**config.mk**
```make
export PLATFORM = sky130hd
export DESIGN_NAME = div_ctrl
export DESIGN_NICKNAME = d
export VERILOG_FILES = /design/src/rtl/div_ctrl_pkg.sv /design/src/rtl/div_ctrl.sv
export SDC_FILE = /design/constraint.sdc
export NUM_CORES = 1
export LEC_CHECK = 0
export CORE_UTILIZATION = 45
export DETAILED_ROUTE_END_ITERATION = 16
export PLACE_DENSITY = 0.88
export SLEW_MARGIN = 20
export SYNTH_ARGS = -nofsm -noshare
export SYNTH_HDL_FRONTEND = slang
export SYNTH_SLANG_ARGS = --single-unit
```
**constraint.sdc**
```tcl
create_clock -name clk -period 3.7 [get_ports clk]
set_clock_uncertainty 0.2 [all_clocks]
set_input_delay 0.74 -clock clk [delete_from_list [all_inputs] [get_ports clk]]
set_output_delay 0.74 -clock clk [all_outputs]
set_load 0.01 [all_outputs]
```
**src/rtl/div_ctrl_pkg.sv**
```systemverilog
// Shared ALU package: operation encoding, divider idle opcode and the
// divider-controller state type, plus small op-classification helpers.
package div_ctrl_pkg;

  typedef enum logic [3:0] {
    ALU_NOP, ALU_ADD, ALU_SUB, ALU_AND, ALU_OR, ALU_XOR, ALU_SLL, ALU_SRL,
    ALU_SRA, ALU_SLT, ALU_SLTU, ALU_MUL, ALU_DIV, ALU_DIVU, ALU_REM, ALU_REMU
  } alu_op_t;

  // Opcode presented to the divider whenever no division is being launched.
  localparam alu_op_t DIV_IDLE_OP = ALU_NOP;

  typedef enum logic [2:0] {
    IDLE,
    START,
    BUSY,
    DONE,
    DRAIN
  } div_state_t;

  function automatic logic is_div_op(input alu_op_t op);
    return op inside {ALU_DIV, ALU_DIVU, ALU_REM, ALU_REMU};
  endfunction

  function automatic logic is_rem_op(input alu_op_t op);
    return op inside {ALU_REM, ALU_REMU};
  endfunction

  function automatic logic is_signed_op(input alu_op_t op);
    return op inside {ALU_DIV, ALU_REM};
  endfunction

endpackage

```
**src/rtl/div_ctrl.sv**
```systemverilog
// Divider sequencing controller for the execute stage. Launches the external
// multi-cycle divider, stalls the pipeline until its result is captured,
// short-circuits divide-by-zero and signed overflow, and drains an aborted
// division before the divider may be restarted.
// Optional feature: define DIV_RESULT_CACHE_EN to keep the last completed
// operand pair and its quotient/remainder so a repeat op finishes in one cycle.
//
// state | meaning
// IDLE  | waiting for a divide op from execute
// START | one-cycle launch strobe to the divider
// BUSY  | divider running, counter tracks cycles since launch
// DONE  | result register valid, one-cycle result_valid pulse
// DRAIN | op was flushed, let the divider finish before reuse
module div_ctrl
  import div_ctrl_pkg::*;
#(
  parameter int DIV_LATENCY = 32
) (
  input  logic        clk,
  input  logic        rst,
  input  logic        in_valid,
  input  alu_op_t     alu_op,
  input  logic [31:0] left_operand,
  input  logic [31:0] right_operand,
  input  logic        flush,
  output alu_op_t     div_alu_op,
  output logic [31:0] div_left,
  output logic [31:0] div_right,
  input  logic [31:0] div_res_unsigned,
  input  logic [31:0] rem_res_unsigned,
  input  logic [31:0] div_res_signed,
  input  logic [31:0] rem_res_signed,
  output logic        stall,
  output logic [31:0] result,
  output logic        result_valid
);

  localparam int CW = $clog2(DIV_LATENCY + 1);
  localparam logic [CW-1:0] CNT_LAST = CW'(DIV_LATENCY);
  localparam logic [CW-1:0] CNT_ONE  = CW'(1);

  div_state_t    state;
  logic [CW-1:0] cnt;
  alu_op_t       op_q;

  logic          div_req;
  logic          accept;
  logic          div_by_zero;
  logic          signed_ovf;
  logic          cache_hit;
  logic [31:0]   sel_res;

`ifdef DIV_RESULT_CACHE_EN
  logic          c_valid;
  logic          c_signed;
  logic [31:0]   c_left;
  logic [31:0]   c_right;
  logic [31:0]   c_quot;
  logic [31:0]   c_rem;

  assign cache_hit = c_valid && (left_operand == c_left) && (right_operand == c_right)
                     && (is_signed_op(alu_op) == c_signed);
`else
  assign cache_hit = 1'b0;
`endif

  assign div_req     = in_valid && is_div_op(alu_op);
  assign accept      = (state == IDLE) && div_req && !flush;
  assign div_by_zero = (right_operand == 32'h0);
  assign signed_ovf  = is_signed_op(alu_op) && (left_operand == 32'h8000_0000)
                       && (right_operand == 32'hFFFF_FFFF);

  // Pipeline stall: held from the accept cycle until DONE; a flush releases it at once.
  always_comb begin
    stall = 1'b0;
    if (!rst) begin
      unique case (state)
        IDLE:        stall = accept;
        START, BUSY: stall = !flush;
        DRAIN:       stall = div_req;
        default:     stall = 1'b0;
      endcase
    end
  end

  // Pick the divider output matching the latched op.
  always_comb begin
    sel_res = div_res_unsigned;
    unique case (op_q)
      ALU_DIV:  sel_res = div_res_signed;
      ALU_DIVU: sel_res = div_res_unsigned;
      ALU_REM:  sel_res = rem_res_signed;
      ALU_REMU: sel_res = rem_res_unsigned;
      default:  sel_res = div_res_unsigned;
    endcase
  end

  // Sequencing FSM with registered divider controls, result and valid pulse.
  always_ff @(posedge clk) begin
    if (rst) begin
      state        <= IDLE;
      cnt          <= '0;
      op_q         <= DIV_IDLE_OP;
      div_alu_op   <= DIV_IDLE_OP;
      div_left     <= '0;
      div_right    <= '0;
      result       <= '0;
      result_valid <= 1'b0;
`ifdef DIV_RESULT_CACHE_EN
      c_valid      <= 1'b0;
      c_signed     <= 1'b0;
      c_left       <= '0;
      c_right      <= '0;
      c_quot       <= '0;
      c_rem        <= '0;
`endif
    end else begin
      result_valid <= 1'b0;
      div_alu_op   <= DIV_IDLE_OP;
      unique case (state)
        IDLE: begin
          if (accept) begin
            op_q      <= alu_op;
            div_left  <= left_operand;
            div_right <= right_operand;
            if (div_by_zero) begin
              result       <= is_rem_op(alu_op) ? left_operand : 32'hFFFF_FFFF;
              result_valid <= 1'b1;
              state        <= DONE;
            end else if (signed_ovf) begin
              result       <= is_rem_op(alu_op) ? 32'h0 : 32'h8000_0000;
              result_valid <= 1'b1;
              state        <= DONE;
            end else if (cache_hit) begin
`ifdef DIV_RESULT_CACHE_EN
              result       <= is_rem_op(alu_op) ? c_rem : c_quot;
`endif
              result_valid <= 1'b1;
              state        <= DONE;
            end else begin
              div_alu_op <= alu_op;
              state      <= START;
            end
          end
        end
        START: begin
          cnt   <= CNT_ONE;
          state <= flush ? DRAIN : BUSY;
        end
        BUSY: begin
          if (flush) begin
            // A flush on the final cycle leaves nothing to drain.
            if (cnt == CNT_LAST) begin
              cnt   <= '0;
              state <= IDLE;
            end else begin
              cnt   <= cnt + 1'b1;
              state <= DRAIN;
            end
          end else if (cnt == CNT_LAST) begin
            result       <= sel_res;
            result_valid <= 1'b1;
            cnt          <= '0;
            state        <= DONE;
`ifdef DIV_RESULT_CACHE_EN
            c_valid  <= 1'b1;
            c_signed <= is_signed_op(op_q);
            c_left   <= div_left;
            c_right  <= div_right;
            c_quot   <= is_signed_op(op_q) ? div_res_signed : div_res_unsigned;
            c_rem    <= is_signed_op(op_q) ? rem_res_signed : rem_res_unsigned;
`endif
          end else begin
            cnt <= cnt + 1'b1;
          end
        end
        DONE: begin
          state <= IDLE;
        end
        DRAIN: begin
          if (cnt == CNT_LAST) begin
            cnt   <= '0;
            state <= IDLE;
          end else begin
            cnt <= cnt + 1'b1;
          end
        end
        default: begin
          cnt   <= '0;
          state <= IDLE;
        end
      endcase
`ifdef DIV_RESULT_CACHE_EN
      if (flush) c_valid <= 1'b0;
`endif
    end
  end

endmodule

```
==> results.json <==
{
  "p_per_area_mw_per_mm2": 340,
  "post_drt_wl_per_cell_um": 18.6,
  "worst_pin_slew_ps": 881,
  "syn_inst": 809,
  "ys.warnings.count": 0,
  "worstSetupStartpointType": "primary input",
  "area_of_all_placed_cells_without_fillers_sq_mm": 0.0100,
  "met2_wl_post_dr_um": 11200,
  "finalMaxSlewViolations": 0,
  "clk_transition_reported_paths_ps": 50,
  "syn2layout_area_growth_pct": 59.1,
  "critPathKind": "primary input to output port",
  "ctsHoldBuffers": 0,
  "setup.worst_path.start": "alu_op[3]",
  "grt_first_pass_wirelength_um": 36500,
  "drc_violation_count_after_routing": 0,
  "period_needed_ps": 3480,
  "rr_worst_depth": 7,
  "postCtsSetupRepairBufs": 0,
  "vias_per_cell": 5.57,
  "synth_ff_type": "sky130_fd_sc_hd__dfxtp_1",
  "n_antenna_cell": 0,
  "hp-class": "register to register",
  "die_height_um": 120,
  "slew_headroom_pct": 41.1,
  "rsz0062_at_grt": "false",
  "timing.hold.worst_path_depth": 2,
  "fmax_ghz": 0.287,
  "overflow": 0,
  "ctsRootBufferMaster": "sky130_fd_sc_hd__clkbuf_16",
  "cts-resized-gates": 0,
  "cts_num_sinks": 114,
  "met3_routed_wirelength_um": 2070,
  "cts.path.max_buffers": 2,
  "crit_arrival_ps": 2540,
  "status": "complete, no violations",
  "port_buffers": 301,
  "detailedPlacementHpwl_um": 17300,
  "start_util_pct": 46.9,
  "timing.rr.start": "op_q[0]$_SDFFE_PP0N_",
  "cts_buffers": 17,
  "hold_viol": 0,
  "number_of_rows_in_the_core_area": 42,
  "antenna_found_initial": 0,
  "synth_top_cell_area_share_pct": 36.2,
  "yosysUniqueCellTypes": 49,
  "io_pins": 302,
  "synthArstFlopShare_pct": 0,
  "timing.final.crit_share_pct": 94.0,
  "drive_gt1_share_pct": 8.13,
  "totalNegativeSetupSlack_ps": 0,
  "syn-mean-instance-area_sq_um": 7.79,
  "netlist.top_cell.by_area": "sky130_fd_sc_hd__dfxtp_1",
  "via_count": 7077,
  "clk_latency_ps": 400,
  "drt_wl_total_um": 23600,
  "synth_top_cells_by_area": "sky130_fd_sc_hd__dfxtp_1 (36%), sky130_fd_sc_hd__nand2_1 (12%), sky130_fd_sc_hd__mux2i_1 (9.2%)",
  "core_region_area_sq_mm": 0.0135,
  "drt_pre_antenna_iters": 5,
  "total_leakage_power_nw": 3.69,
  "syn_nets": 1011,
  "detailedRoute.firstIterationViolations": 546,
  "finalNetCount": 1285,
  "grt_max_degree": 141,
  "overall_global_routing_usage_pct": 32.7,
  "gp_congestion": 0.850,
  "fp.dieW_um": 120,
  "worst_ir_drop_vdd_uv": 362,
  "finalSetupViolCount": 0,
  "routedLengthMet1_um": 9560,
  "number_of_maximum_capacitance_violations": 0,
  "route.top_layer_used": "met4",
  "post_dp_cell_area_sq_mm": 0.00943,
  "worst_r2r_endpoint": "result[22]$_SDFFE_PP0P_",
  "rrSetupSlack_ps": 1220,
  "antenna_violating_nets_post_route": 0,
  "post_synth_instance_area_sq_mm": 0.00630,
  "data_required_critical_path_ps": 2760,
  "timing.critical_path.to_type": "output port",
  "cp_max_fo": 3,
  "synth_seq_area_share_pct": 36.2,
  "crit_end": "stall",
  "htreeDepth": 4,
  "via_count_of_the_first_global_routing_pass": 6971,
  "die_area_sq_mm": 0.0145,
  "synth_edf_count": 0,
  "tritoncts_clock_tree": "done",
  "postSynthRegisterBits": 114
}
## stage by stage
stage | std cells | setup slack, ps | util, % | total power [mW] | hold WS [ps]
2_1_floorplan | 809 | 892 | - | 1.44 | 267
3_3_place_gp | 1240 | 285 | 70.1 | 1.75 | 240
3_5_place_dp | 1240 | 246 | 70.1 | 1.76 | 247
4_1_cts | 1271 | 229 | 74.6 | 3.41 | 254
5_1_grt | 1271 | 100 | 74.6 | 3.52 | 270
6_report | 1271 | 221 | 74.6 | 3.41 | 250
## sequential cells by signal, summed over array words and instances (netlist names)
register and count:
div_left 32, div_right 32, result 32, cnt 6, div_alu_op 4, op_q 4
state 3, result_valid 1
## worst max-delay path: stages
cell,delay [ps]
sky130_fd_sc_hd__clkdlybuf4s50_1,510
sky130_fd_sc_hd__nand3_1,110
sky130_fd_sc_hd__nor3_1,260
sky130_fd_sc_hd__a22oi_1,110
sky130_fd_sc_hd__o21a_1,200
sky130_fd_sc_hd__nor2_1,80
sky130_fd_sc_hd__clkdlybuf4s50_1,540
## Yosys cell counts, types with 4 or more instances
cell                       instances
sky130_fd_sc_hd__clkbuf_1         44
sky130_fd_sc_hd__mux2i_1          58
sky130_fd_sc_hd__nand2_1         199
sky130_fd_sc_hd__nand2b_1          5
sky130_fd_sc_hd__nor3_1           11
sky130_fd_sc_hd__nand4_1          13
sky130_fd_sc_hd__inv_1             4
sky130_fd_sc_hd__nor2b_1          35
sky130_fd_sc_hd__nor2_1           22
sky130_fd_sc_hd__dfxtp_1         114
sky130_fd_sc_hd__nand3_1          39
sky130_fd_sc_hd__nor4_1           22
sky130_fd_sc_hd__buf_2            12
sky130_fd_sc_hd__o21ai_0          38
sky130_fd_sc_hd__a21oi_1         106
sky130_fd_sc_hd__and2_1            4
sky130_fd_sc_hd__mux2_4           29
## cells by family (layout without fill, tap and decap cells)
family / after synthesis / in the layout / synth area share [%]
AND/OR/NAND/NOR: 369 / 369 / 27.3
AO/OA/AOI/OAI: 165 / 165 / 14.5
flip-flops: 114 / 114 / 36.2
multiplexers: 90 / 90 / 16.7
buffers and inverters: 66 / 352 / 4.52
XOR/XNOR: 3 / 3 / 0.417
adder cells (fa/ha/maj): 2 / 2 / 0.397
## power by group
group	leakage (nW)	internal [mW]	switching [mW]
combinational	2.49	0.276	0.191
sequential	0.921	1.25	0.0224
clock	0.282	1.09	0.576
total	3.69	2.62	0.789
## placed cells by master (no fill, tap or decap), types with 3 or more instances in the layout
cell type	instances
sky130_fd_sc_hd__clkdlybuf4s50_1	300
sky130_fd_sc_hd__nand2_1	198
sky130_fd_sc_hd__dfxtp_1	113
sky130_fd_sc_hd__a21oi_1	106
sky130_fd_sc_hd__mux2i_1	58
sky130_fd_sc_hd__nand3_1	39
sky130_fd_sc_hd__o21ai_0	38
sky130_fd_sc_hd__nor2b_1	35
sky130_fd_sc_hd__mux2_4	29
sky130_fd_sc_hd__nor2_1	22
sky130_fd_sc_hd__nor4_1	22
sky130_fd_sc_hd__clkbuf_16	17
sky130_fd_sc_hd__buf_4	15
sky130_fd_sc_hd__nand4_1	13
sky130_fd_sc_hd__nor3_1	10
sky130_fd_sc_hd__nand2b_1	5
sky130_fd_sc_hd__inv_1	4
sky130_fd_sc_hd__mux2_2	3
sky130_fd_sc_hd__nand4b_1	3
sky130_fd_sc_hd__and2_1	3
sky130_fd_sc_hd__a211oi_1	3
sky130_fd_sc_hd__or3_1	3
sky130_fd_sc_hd__xor2_1	3
sky130_fd_sc_hd__clkinvlp_4	3
sky130_fd_sc_hd__bufinv_16	3
sky130_fd_sc_hd__clkbuf_1	3
## area by class of cell
| type | instances | area [sq um] |
|---|---|---|
| multi-input combinational | 629 | 3760 |
| timing repair buffer | 317 | 3160 |
| tap | 176 | 220 |
| inverter | 4 | 15.0 |
| clock inverter | 9 | 131 |
| fill | 1050 | 3420 |
| sequential | 114 | 2280 |
| clock buffer | 22 | 464 |
## routing by layer
| layer | GRT usage (%) | vias up |
|---|---|---|
| li1 | - | 3369 |
| met1 | 39.5 | 3309 |
| met2 | 54.1 | 341 |
| met3 | 9.62 | 58 |
| met4 | 14.0 | 0 |
| met5 | 0 | - |
## worst min path at each step
stage,from,slack (ps),endpoint
3_3_place_gp,div_right[2]$_SDFFE_PP0N_,240,div_right[2]$_SDFFE_PP0N_
3_5_place_dp,div_right[27]$_SDFFE_PP0N_,250,div_right[27]$_SDFFE_PP0N_
5_1_grt,div_right[25]$_SDFFE_PP0N_,270,div_right[25]$_SDFFE_PP0N_
4_1_cts,div_right[26]$_SDFFE_PP0N_,250,div_right[26]$_SDFFE_PP0N_
6_report,div_left[11]$_SDFFE_PP0N_,250,div_left[11]$_SDFFE_PP0N_
2_1_floorplan,cnt[5]$_SDFFE_PP0N_,270,cnt[5]$_SDFFE_PP0N_
(Power assumes the default switching activity.)
